[config.mk]
export PLATFORM = sky130hd
export DESIGN_NAME = modcount_updown
export DESIGN_NICKNAME = d
export VERILOG_FILES = /design/src/rtl/modcount_pkg.sv /design/src/rtl/modcount_prescaler.sv /design/src/rtl/modcount_updown.sv
export SDC_FILE = /design/constraint.sdc
export NUM_CORES = 1
export LEC_CHECK = 0
export BUFFER_PORTS_ARGS = -buffer_cell sky130_fd_sc_hd__buf_2
export CAP_MARGIN = 20
export CORE_MARGIN = 3
export CORE_UTILIZATION = 60
export DETAILED_ROUTE_END_ITERATION = 10
export HOLD_SLACK_MARGIN = 0.08
export PLACE_DENSITY_LB_ADDON = 0.15
export SLEW_MARGIN = 20
export SYNTH_ARGS = -nofsm -noshare
export SYNTH_HDL_FRONTEND = slang
export SYNTH_SLANG_ARGS = --single-unit
[constraint.sdc]
create_clock -name clk -period 5.6 [get_ports clk]
set_clock_uncertainty 0.1 [all_clocks]
set_input_delay 0.28 -clock clk [delete_from_list [all_inputs] [get_ports clk]]
set_output_delay 0.28 -clock clk [all_outputs]
set_load 0.01 [all_outputs]
[src/rtl/modcount_pkg.sv]
// -----------------------------------------------------------------------------
// modcount_pkg
//   Shared definitions for the modcount_updown counter family:
//     - dir_e          : count direction (DIR_UP = 1'b1, DIR_DN = 1'b0)
//     - modcount_max() : terminal value for a given WIDTH / MODULUS pair
//     - modcount_ps_w(): prescaler phase-counter width, $clog2(PRESCALE+1)
//     - PS_W           : phase-counter width for the default PRESCALE of 1
// -----------------------------------------------------------------------------
package modcount_pkg;

    typedef enum logic {
        DIR_DN = 1'b0,
        DIR_UP = 1'b1
    } dir_e;

    // Largest value the counter may hold. MODULUS == 0 selects the full
    // 2**WIDTH range; the WIDTH == 64 case avoids shifting past the word size.
    function automatic logic [63:0] modcount_max(input int unsigned      width,
                                                 input longint unsigned modulus);
        logic [63:0] m;
        if (modulus != 0) begin
            m = 64'(modulus - 64'd1);
        end else if (width >= 64) begin
            m = '1;
        end else begin
            m = (64'd1 << width) - 64'd1;
        end
        return m;
    endfunction

    // Width of the prescaler phase counter for a given PRESCALE.
    function automatic int unsigned modcount_ps_w(input int unsigned prescale);
        return $clog2(prescale + 1);
    endfunction

    localparam int unsigned PS_W = modcount_ps_w(1);

endpackage : modcount_pkg

[src/rtl/modcount_prescaler.sv]
// -----------------------------------------------------------------------------
// modcount_prescaler
//   Cycle divider for modcount_updown. Emits a one-cycle step every PRESCALE
//   enabled cycles. The phase counter advances only while en = 1 and is
//   returned to zero by reset or clr (clr is the parent's parallel load).
//
//   Parameters
//     PRESCALE  1..65535  enabled cycles per step
//     CNT_W     phase counter width, $clog2(PRESCALE+1)
//
//   Ports
//     clk    in   rising-edge clock
//     reset  in   synchronous active-high reset
//     clr    in   synchronous phase clear
//     en     in   count enable
//     step   out  combinational step request (en & phase == PRESCALE-1)
// -----------------------------------------------------------------------------
module modcount_prescaler
    import modcount_pkg::*;
#(
    parameter int unsigned PRESCALE = 1,
    parameter int unsigned CNT_W    = modcount_ps_w(PRESCALE)
) (
    input  logic clk,
    input  logic reset,
    input  logic clr,
    input  logic en,
    output logic step
);

    localparam logic [CNT_W-1:0] LAST = CNT_W'(PRESCALE - 1);

    logic [CNT_W-1:0] phase_q;
    logic [CNT_W-1:0] phase_d;

    assign step = en & (phase_q == LAST);

    always_comb begin
        phase_d = phase_q;
        if (clr) begin
            phase_d = '0;
        end else if (en) begin
            phase_d = step ? '0 : phase_q + 1'b1;
        end
    end

    always_ff @(posedge clk) begin
        if (reset) begin
            phase_q <= '0;
        end else begin
            phase_q <= phase_d;
        end
    end

endmodule : modcount_prescaler

[src/rtl/modcount_updown.sv]
// -----------------------------------------------------------------------------
// modcount_updown
//   Parametrised up/down modulo counter with enable, parallel load, cycle
//   prescaler and terminal-count / wrap flags.
//
//   Parameters
//     WIDTH     1..64   counter width
//     MODULUS   count range 0..MODULUS-1, 0 = full 2**WIDTH range
//     PRESCALE  1..65535 enabled cycles per step
//
//   Ports
//     clk       in   rising-edge clock
//     reset     in   synchronous active-high reset (beats load and en)
//     en        in   count enable, also gates the prescaler
//     up_dn     in   1 = up, 0 = down, sampled every cycle
//     load      in   parallel load strobe (beats stepping)
//     load_val  in   load value, clamped to MAX
//     out       out  registered count
//     tc        out  combinational terminal count for the current direction
//     wrap      out  registered one-cycle pulse on a wrapping step
//
//   Build option
//     MODCOUNT_SATURATE_EN : steps at a bound hold the bound instead of
//                            wrapping; wrap then pulses on each such attempt.
// -----------------------------------------------------------------------------
module modcount_updown
    import modcount_pkg::*;
#(
    parameter int unsigned     WIDTH    = 51,
    parameter longint unsigned MODULUS  = 0,
    parameter int unsigned     PRESCALE = 1
) (
    input  logic             clk,
    input  logic             reset,
    input  logic             en,
    input  logic             up_dn,
    input  logic             load,
    input  logic [WIDTH-1:0] load_val,
    output logic [WIDTH-1:0] out,
    output logic             tc,
    output logic             wrap
);

    localparam logic [WIDTH-1:0] MAX = WIDTH'(modcount_max(WIDTH, MODULUS));
    localparam int unsigned      CNT_W = modcount_ps_w(PRESCALE);

    logic [WIDTH-1:0] cnt_q;
    logic [WIDTH-1:0] cnt_d;
    logic             wrap_q;
    logic             wrap_d;
    logic             step;
    logic             at_max;
    logic             at_zero;
    logic             dir_up;

    modcount_prescaler #(
        .PRESCALE (PRESCALE),
        .CNT_W    (CNT_W)
    ) u_prescaler (
        .clk   (clk),
        .reset (reset),
        .clr   (load),
        .en    (en),
        .step  (step)
    );

    assign dir_up  = (up_dn == DIR_UP);
    assign at_max  = (cnt_q == MAX);
    assign at_zero = (cnt_q == '0);

    assign out  = cnt_q;
    assign tc   = dir_up ? at_max : at_zero;
    assign wrap = wrap_q;

    always_comb begin
        cnt_d  = cnt_q;
        wrap_d = 1'b0;
        if (load) begin
            cnt_d = (load_val > MAX) ? MAX : load_val;
        end else if (step) begin
            if (dir_up) begin
                if (at_max) begin
`ifdef MODCOUNT_SATURATE_EN
                    cnt_d  = cnt_q;
`else
                    cnt_d  = '0;
`endif
                    wrap_d = 1'b1;
                end else begin
                    cnt_d = cnt_q + 1'b1;
                end
            end else begin
                if (at_zero) begin
`ifdef MODCOUNT_SATURATE_EN
                    cnt_d  = cnt_q;
`else
                    cnt_d  = MAX;
`endif
                    wrap_d = 1'b1;
                end else begin
                    cnt_d = cnt_q - 1'b1;
                end
            end
        end
    end

    always_ff @(posedge clk) begin
        if (reset) begin
            cnt_q  <= '0;
            wrap_q <= 1'b0;
        end else begin
            cnt_q  <= cnt_d;
            wrap_q <= wrap_d;
        end
    end

endmodule : modcount_updown

==> results of run 1 <==
-- critical path, cell delays in order (launching register included) --
cell and delay, ns:
dfxtp_1 0.60, nand4_1 0.27, or3_1 0.45, nor3_1 0.89, nand4_1 0.17, o32ai_1 0.37, buf_2 0.25
-- cell type report --
type,instances,share of cell area
clock buffer,5,0.0121
timing repair buffer,119,0.110
clock inverter,3,0.00309
tap,105,0.0231
multi-input combinational,583,0.652
inverter,19,0.0126
sequential,53,0.187
-- through the flow --
stage | hold slack (ns) | std cells | total power, W
floorplan | 0.259 | 733 | 0.000719
CTS | 0.138 | 887 | 0.00105
global route | 0.143 | 887 | 0.00111
finish | 0.136 | 887 | 0.00107
global placement | 0.360 | 878 | 0.000818
detailed placement | 0.370 | 878 | 0.000826
-- kinds of logic after synthesis --
| kind of cell | after synthesis | share of synthesized area |
|---|---|---|
| buffers and inverters | 97 | 0.0850 |
| xor gates and xnor gates | 17 | 0.0287 |
| adders and majority gates | 3 | 0.00723 |
| DFF | 53 | 0.204 |
| muxes | 2 | 0.00410 |
| AOI/OAI and AO/OA | 236 | 0.318 |
| and+or+nand+nor | 325 | 0.352 |
-- cells in the mapped netlist (7+ instances only) --
master	count
a211oi_1	7
a21boi_0	7
a21oi_1	30
a31oi_1	23
and3_1	18
and4_1	9
buf_2	13
clkbuf_1	52
dfxtp_1	53
inv_1	19
nand2_1	50
nand2b_1	11
nand3_1	45
nand4_1	23
nor2_1	51
nor3_1	34
nor4_1	22
nor4b_1	7
o21a_1	11
o21ai_0	60
o221ai_1	16
o31ai_1	9
or3_1	9
or4_1	13
xnor2_1	10
xor2_1	7
-- flip-flops by register name (all words and copies together) (netlist names) --
signal,count
out,51
wrap,1
u_prescaler.phase_q,1
-- layer usage --
| metal | vias up | track usage |
|---|---|---|
| met4 | 0 | 0.209 |
| li1 | 2923 | - |
| met3 | 102 | 0.0807 |
| met5 | - | 0 |
| met1 | 2984 | 0.516 |
| met2 | 494 | 0.597 |
-- power breakdown --
part,leakage [nW],internal [W],switching [W]
Clock,0.0439,0.0000871,0.000149
Combinational,1.60,0.000135,0.000211
Sequential,0.439,0.000408,0.0000770
Total,2.08,0.000630,0.000437
-- path summary, 6_finish.rpt --
check	endpoint	cells past startpoint
max reg2reg	out[43]$_SDFFE_PP0P_	8
min	out[28]$_SDFFE_PP0P_	2
min reg2reg	u_prescaler.phase_q$_SDFFE_PP0P_	2
max	tc	6
==> qor.txt, run 1 <==
Setup_tns - 0 ns
Routed Antenna Nets - 0
Ys async rst share - 0
Metal2 WL - 8.76 mm
Mapped cell area - 0.00519 sq mm
Worst Setup SP - out[13]$_SDFFE_PP0P_
Rel. slew slack - 0.238
CP Class - register to output port
Resized cells post-CTS - 0
Post-route cell area - 0.00568 sq mm
HP Class - primary input to register
Met3 routed WL - 2.50 mm
Worst-path clk slew - 0.11 ns
Crit path DAT - 3.32 ns
P&R area growth vs syn - 9.32%
Routed len/inst - 22.2 um
DR vias - 6503
Cts bufs inserted - 5
GPL Wtd Cong - 1.01
Post-synth top area cell - dfxtp_1
Drt first pass iters - 5
Gate Count Post-Synth - 733
Top sig layer - met4
Post-DP HPWL - 13.5 mm
Initial Util - 0.626
H-tree depth - 2
Met1 WL - 7.48 mm
Synth Register Bits - 53
HP Start - load_val[28]
Antenna diode count - 0
Final wirelength - 19.7 mm
Hold Buf Count CTS - 1
Sinks on Clock Net - 53
Peak Freq - 0.270 GHz
Number of synthesized flops with an enable pin - 0
Worst r2r src - out[31]$_SDFFE_PP0P_
Most frequent cells in the layout - buf_2 (108), o21ai_0 (60), dfxtp_1 (53), nor2_1 (51), nand2_1 (50)
R2R Setup Slk - 1.96 ns
CP endpoint kind - output port
Pleak - 2.08 nW
Multi-input logic area - 0.00370 sq mm
Clk Tree Root Cell - clkbuf_8
Vias in the first global route - 5889
Clock tree buffer depth - 2
Num rows - 33
Period utilisation layout - 0.661
Top cells by area, synth - dfxtp_1 (20%), o21ai_0 (5.8%), nand3_1 (4.3%)
Final setup viols - 0
PortBufs - 108
Outcome - finished clean
Most common cell after layout, fill and taps aside - buf_2
Share of post-route cells with drive strength above 1 - 0.201
Slew Viols, Final - 0
Post-Syn Area per Cell - 7.09 sq um
Final Hold Viols - 0
Sequential element share of the synthesized area - 0.204
Initial antenna violation count - 0
Syn_nets - 792
Ys Warns - 0
Initial DRC Count - 785
Final nets - 840
Vias per cell - 7.33
Setup repair bufs after CTS - 0
Post-route DRC violation count - 0
Worst-margin pin slew - 1.13 ns
RSZ-0062 raised after global routing - no
Layout fillers - 795
Placed inst area - 0.00557 sq mm
Finished Core Util - 0.684
Area share of the largest cell type after synthesis - 0.204
Largest net degree at the start of global routing - 48
PnR worst setup slack - 1.90 ns
CP Max Fanout - 11
FF+latch area - 0.00106 sq mm
Req. time, crit path - 5.22 ns
Distinct cell type count of the synthesized netlist - 81
First-pass GRT wire length - 31.2 mm
Top FF cell, synth - dfxtp_1
IO Pins - 109
Pwr dens - 188 mW/mm^2
Die ar. - 0.00981 sq mm
Final min period - 3.70 ns
GRT overflow - 0
GRT Total Usage - 0.391
CTS tree - done
Die Y - 99.0 um
Die X - 99.0 um
Clk Latency, worst-skew pair - 0.32 ns
Max-Cap Viols - 0
Core Region - 0.00830 sq mm
DP Worst Slack - 1.88 ns
Worst vdd ir - 130 uV
Crit start category - register
No activity file was read; power rests on OpenSTA's default activity.
==> inputs of run 2 (changes only) <==
- ABC_AREA: unset -> 1
- CORE_UTILIZATION: 60 -> 59
- clock period: 5.6 -> 3.7 ns (I/O delays scaled with it)
==> qor.txt, run 2 <==
GPL Wtd Cong - 1.13 (+12%)
Post-synthesis simple-gate area fraction - 0.608 (+0.255)
Clock tree buffer depth - 2 (unchanged)
Die X - 111 um (+12%)
Final wirelength - 25.4 mm (+29%)
Sw power - 0.000850 W (+94%)
DP Cell Count - 1457 (+66%)
Outcome - finished clean
Slew Viols, Final - 0 (unchanged)
Cts bufs inserted - 5 (unchanged)
Clk Tree Root Cell - clkbuf_8
Max FFs per register - 51 (unchanged)
DR vias - 8463 (+30%)
Post-Syn Area per Cell - 5.14 sq um (-27%)
Layout fillers - 1065 (+34%)
Worst vdd ir - 203 uV (+56%)
Finished Layout Cells - 1466 (+65%)
Number of synthesized flops with an enable pin - 0 (unchanged)
Delay-heaviest family, CP - simple AND/OR/NAND/NOR gates
CP Class - register to output port
Top cells by area, synth - nand2_1 (25%), nor2_1 (17%), dfxtp_1 (16%)
CP endpoint kind - output port
Initial antenna violation count - 0 (unchanged)
Worst-margin pin slew - 1.06 ns (-0.0758 ns)
Final Hold Viols - 0 (unchanged)
Initial Util - 0.620 (-0.00609)
Resized cells post-CTS - 0 (unchanged)
Sw Ratio - 0.442 (+0.0321)
Synth Area in XOR/XNOR - 0.0362 (+0.00748)
Period utilisation layout - 0.766
Drt first pass iters - 6 (+1)
Synth Register Bits - 53 (unchanged)
Num rows - 37 (+12%)
Post-synth top area cell - nand2_1
Synth Area in Compound Gates - 0.0811 (-0.237)
Share of post-route cells with drive strength above 1 - 0.131 (-0.0699)
Vias in the first global route - 7522 (+28%)
Hold_ws - 0.112 ns (-0.0242 ns)
Worst path bufs/invs - 2 (+1)
Final nets - 1388 (+65%)
Setup_tns - 0 ns (unchanged)
GRT overflow - 0 (unchanged)
Pwr dens - 272 mW/mm^2 (+45%)
Worst-path clk slew - 0.11 ns (about the same)
Area share of the largest cell type after synthesis - 0.245 (+0.0407)
Sequential element share of the synthesized area - 0.162 (-0.0421)
Delay of the slowest critical-path stage - 0.59 ns (-0.30 ns)
Distinct cell type count of the synthesized netlist - 34 (-58%)
Ys Warns - 0 (unchanged)
Rel. slew slack - 0.295 (+0.0563)
First-pass GRT wire length - 39.9 mm (+28%)
Peak Freq - 0.353 GHz
P&R area growth vs syn - 8.05%
Main combinational cell family by area after synthesis - simple AND/OR/NAND/NOR gates
CTS tree - done
Syn_nets - 1332 (+68%)
Crit path DAT - 2.55 ns (-0.77 ns)
GRT Total Usage - 0.403 (+0.0119)
Die ar. - 0.0124 sq mm (+26%)
Worst Setup SP - out[7]$_SDFFE_PP0P_
Core Region - 0.0106 sq mm (+27%)
Max-Cap Viols - 0 (unchanged)
Die Y - 111 um (+12%)
Routed Antenna Nets - 0 (unchanged)
Initial DRC Count - 1091 (+39%)
Post-route DRC violation count - 0 (unchanged)
Largest net degree at the start of global routing - 56 (+17%)
Top FF cell, synth - dfxtp_1
Post-DP HPWL - 19.8 mm (+47%)
Share of power burned in registers - 0.384 (-0.070)
Cell Chain, Critical Path - nand2_1 -> nor2_1 -> inv_1 -> nor2_4 -> nand3b_1 -> nor4_1 -> nand3_1 -> nand2_1 -> buf_2
Commonest cells in the netlist - nand2_1 (427), nor2_1 (296), nand3_1 (127)
Final min period - 2.83 ns
Gate Count Post-Synth - 1273 (+74%)
Req. time, crit path - 3.41 ns (-1.81 ns)
HP Class - primary input to register
Mux share of post-synthesis cell area - 0 (-0.00410)
CP Max Fanout - 11 (unchanged)
Final setup viols - 0 (unchanged)
Clock Power Share - 0.233 (+0.011)
Vias per cell - 5.77 (-21%)
Ys async rst share - 0 (unchanged)
Logic pwr share - 0.382 (+0.058)
Finished Core Util - 0.670 (-0.0145)
Internal Pwr Total - 0.00107 W (+70%)
H-tree depth - 2 (unchanged)
Most common cell after layout, fill and taps aside - nand2_1
Clk Latency, worst-skew pair - 0.34 ns (+0.02 ns)
Routed len/inst - 17.3 um (-22%)
Mapped cell area - 0.00654 sq mm (+26%)
IO Pins - 109 (unchanged)
Crit start category - register
Worst r2r src - out[0]$_SDFFE_PP0P_
CP most frequent cell - nand2_1
Most frequent cells in the layout - nand2_1 (427), nor2_1 (295), nand3_1 (127), buf_2 (108), inv_1 (85)
Pleak - 3.18 nW (+52%)
Sinks on Clock Net - 53 (unchanged)
RSZ-0062 raised after global routing - no
Antenna diode count - 0 (unchanged)
HP Start - load_val[27]
Adder-Cell Fraction of Synth Area - 0.00574 (-0.00149)
CP max stage cell - dfxtp_1
PortBufs - 108 (unchanged)
Cell with the most instances after synthesis - nand2_1
## run 2: path summary, 6_finish.rpt
| kind | end | slack [ns] | cells after the start |
|---|---|---|---|
| setup / recovery | tc | 0.87 | 9 |
| hold / removal | out[27]$_SDFFE_PP0P_ | 0.11 | 5 |
| setup reg to reg | out[31]$_SDFFE_PP0P_ | 1.01 | 10 |
| hold reg to reg | u_prescaler.phase_q$_SDFFE_PP0P_ | 0.36 | 2 |
## run 2: logic make-up after synthesis
kind of cell    after synthesis
xor+xnor                     27
buf+inv                     155
fa+ha+maj                     3
simple gates                935
compound gates              100
flops                        53
## run 2: worst register-to-register path, cell delays in order, from the launching register on
cell,delay [ns]
dfxtp_1,0.48
inv_1,0.15
ha_1,0.22
inv_1,0.07
nor3_1,0.06
nand4_1,0.13
nor2_2,0.06
a21oi_4,0.76
nand3_1,0.31
nand2_1,0.15
a21oi_1,0.07
## run 2: per-layer routing
metal  global-route usage  wire [um]
met1                0.553      10200
met2                0.612      10900
met3               0.0999       3430
met4                0.141        935
met5                    0          0
## run 2: power groups by stage
stage / registers, W / logic [W] / clock network (W)
6_report: 0.000740 / 0.000736 / 0.000449
3_5_place_dp: 0.000744 / 0.000713 / 0
3_3_place_gp: 0.000741 / 0.000709 / 0
4_1_cts: 0.000731 / 0.000717 / 0.000445
5_1_grt: 0.000745 / 0.000820 / 0.000465
2_1_floorplan: 0.000686 / 0.000550 / 0
## run 2: area by class of cell
cell class,instances,area (sq um),area share
Multi-Input combinational cell,1065,4790,0.677
Sequential cell,53,1060,0.150
Timing Repair Buffer,116,603,0.0853
Inverter,88,330,0.0467
Tap cell,136,170,0.0241
Clock buffer,7,86.3,0.0122
Clock inverter,1,30.0,0.00425
## run 2: timing repair
action / CTS / global route
hold buffers: 1 / 0
setup buffers: 0 / 0
endpoints found under the hold margin: 1 / 0
## run 2: metrics by stage
stage | power [W] | setup slack [ns] | instance area [sq um]
6_report | 0.00192 | 0.867 | 7070
2_1_floorplan | 0.00124 | 1.60 | 6540
3_3_place_gp | 0.00145 | 1.12 | 6940
5_1_grt | 0.00203 | 0.708 | 7070
4_1_cts | 0.00189 | 0.999 | 7070
3_5_place_dp | 0.00146 | 1.07 | 6940
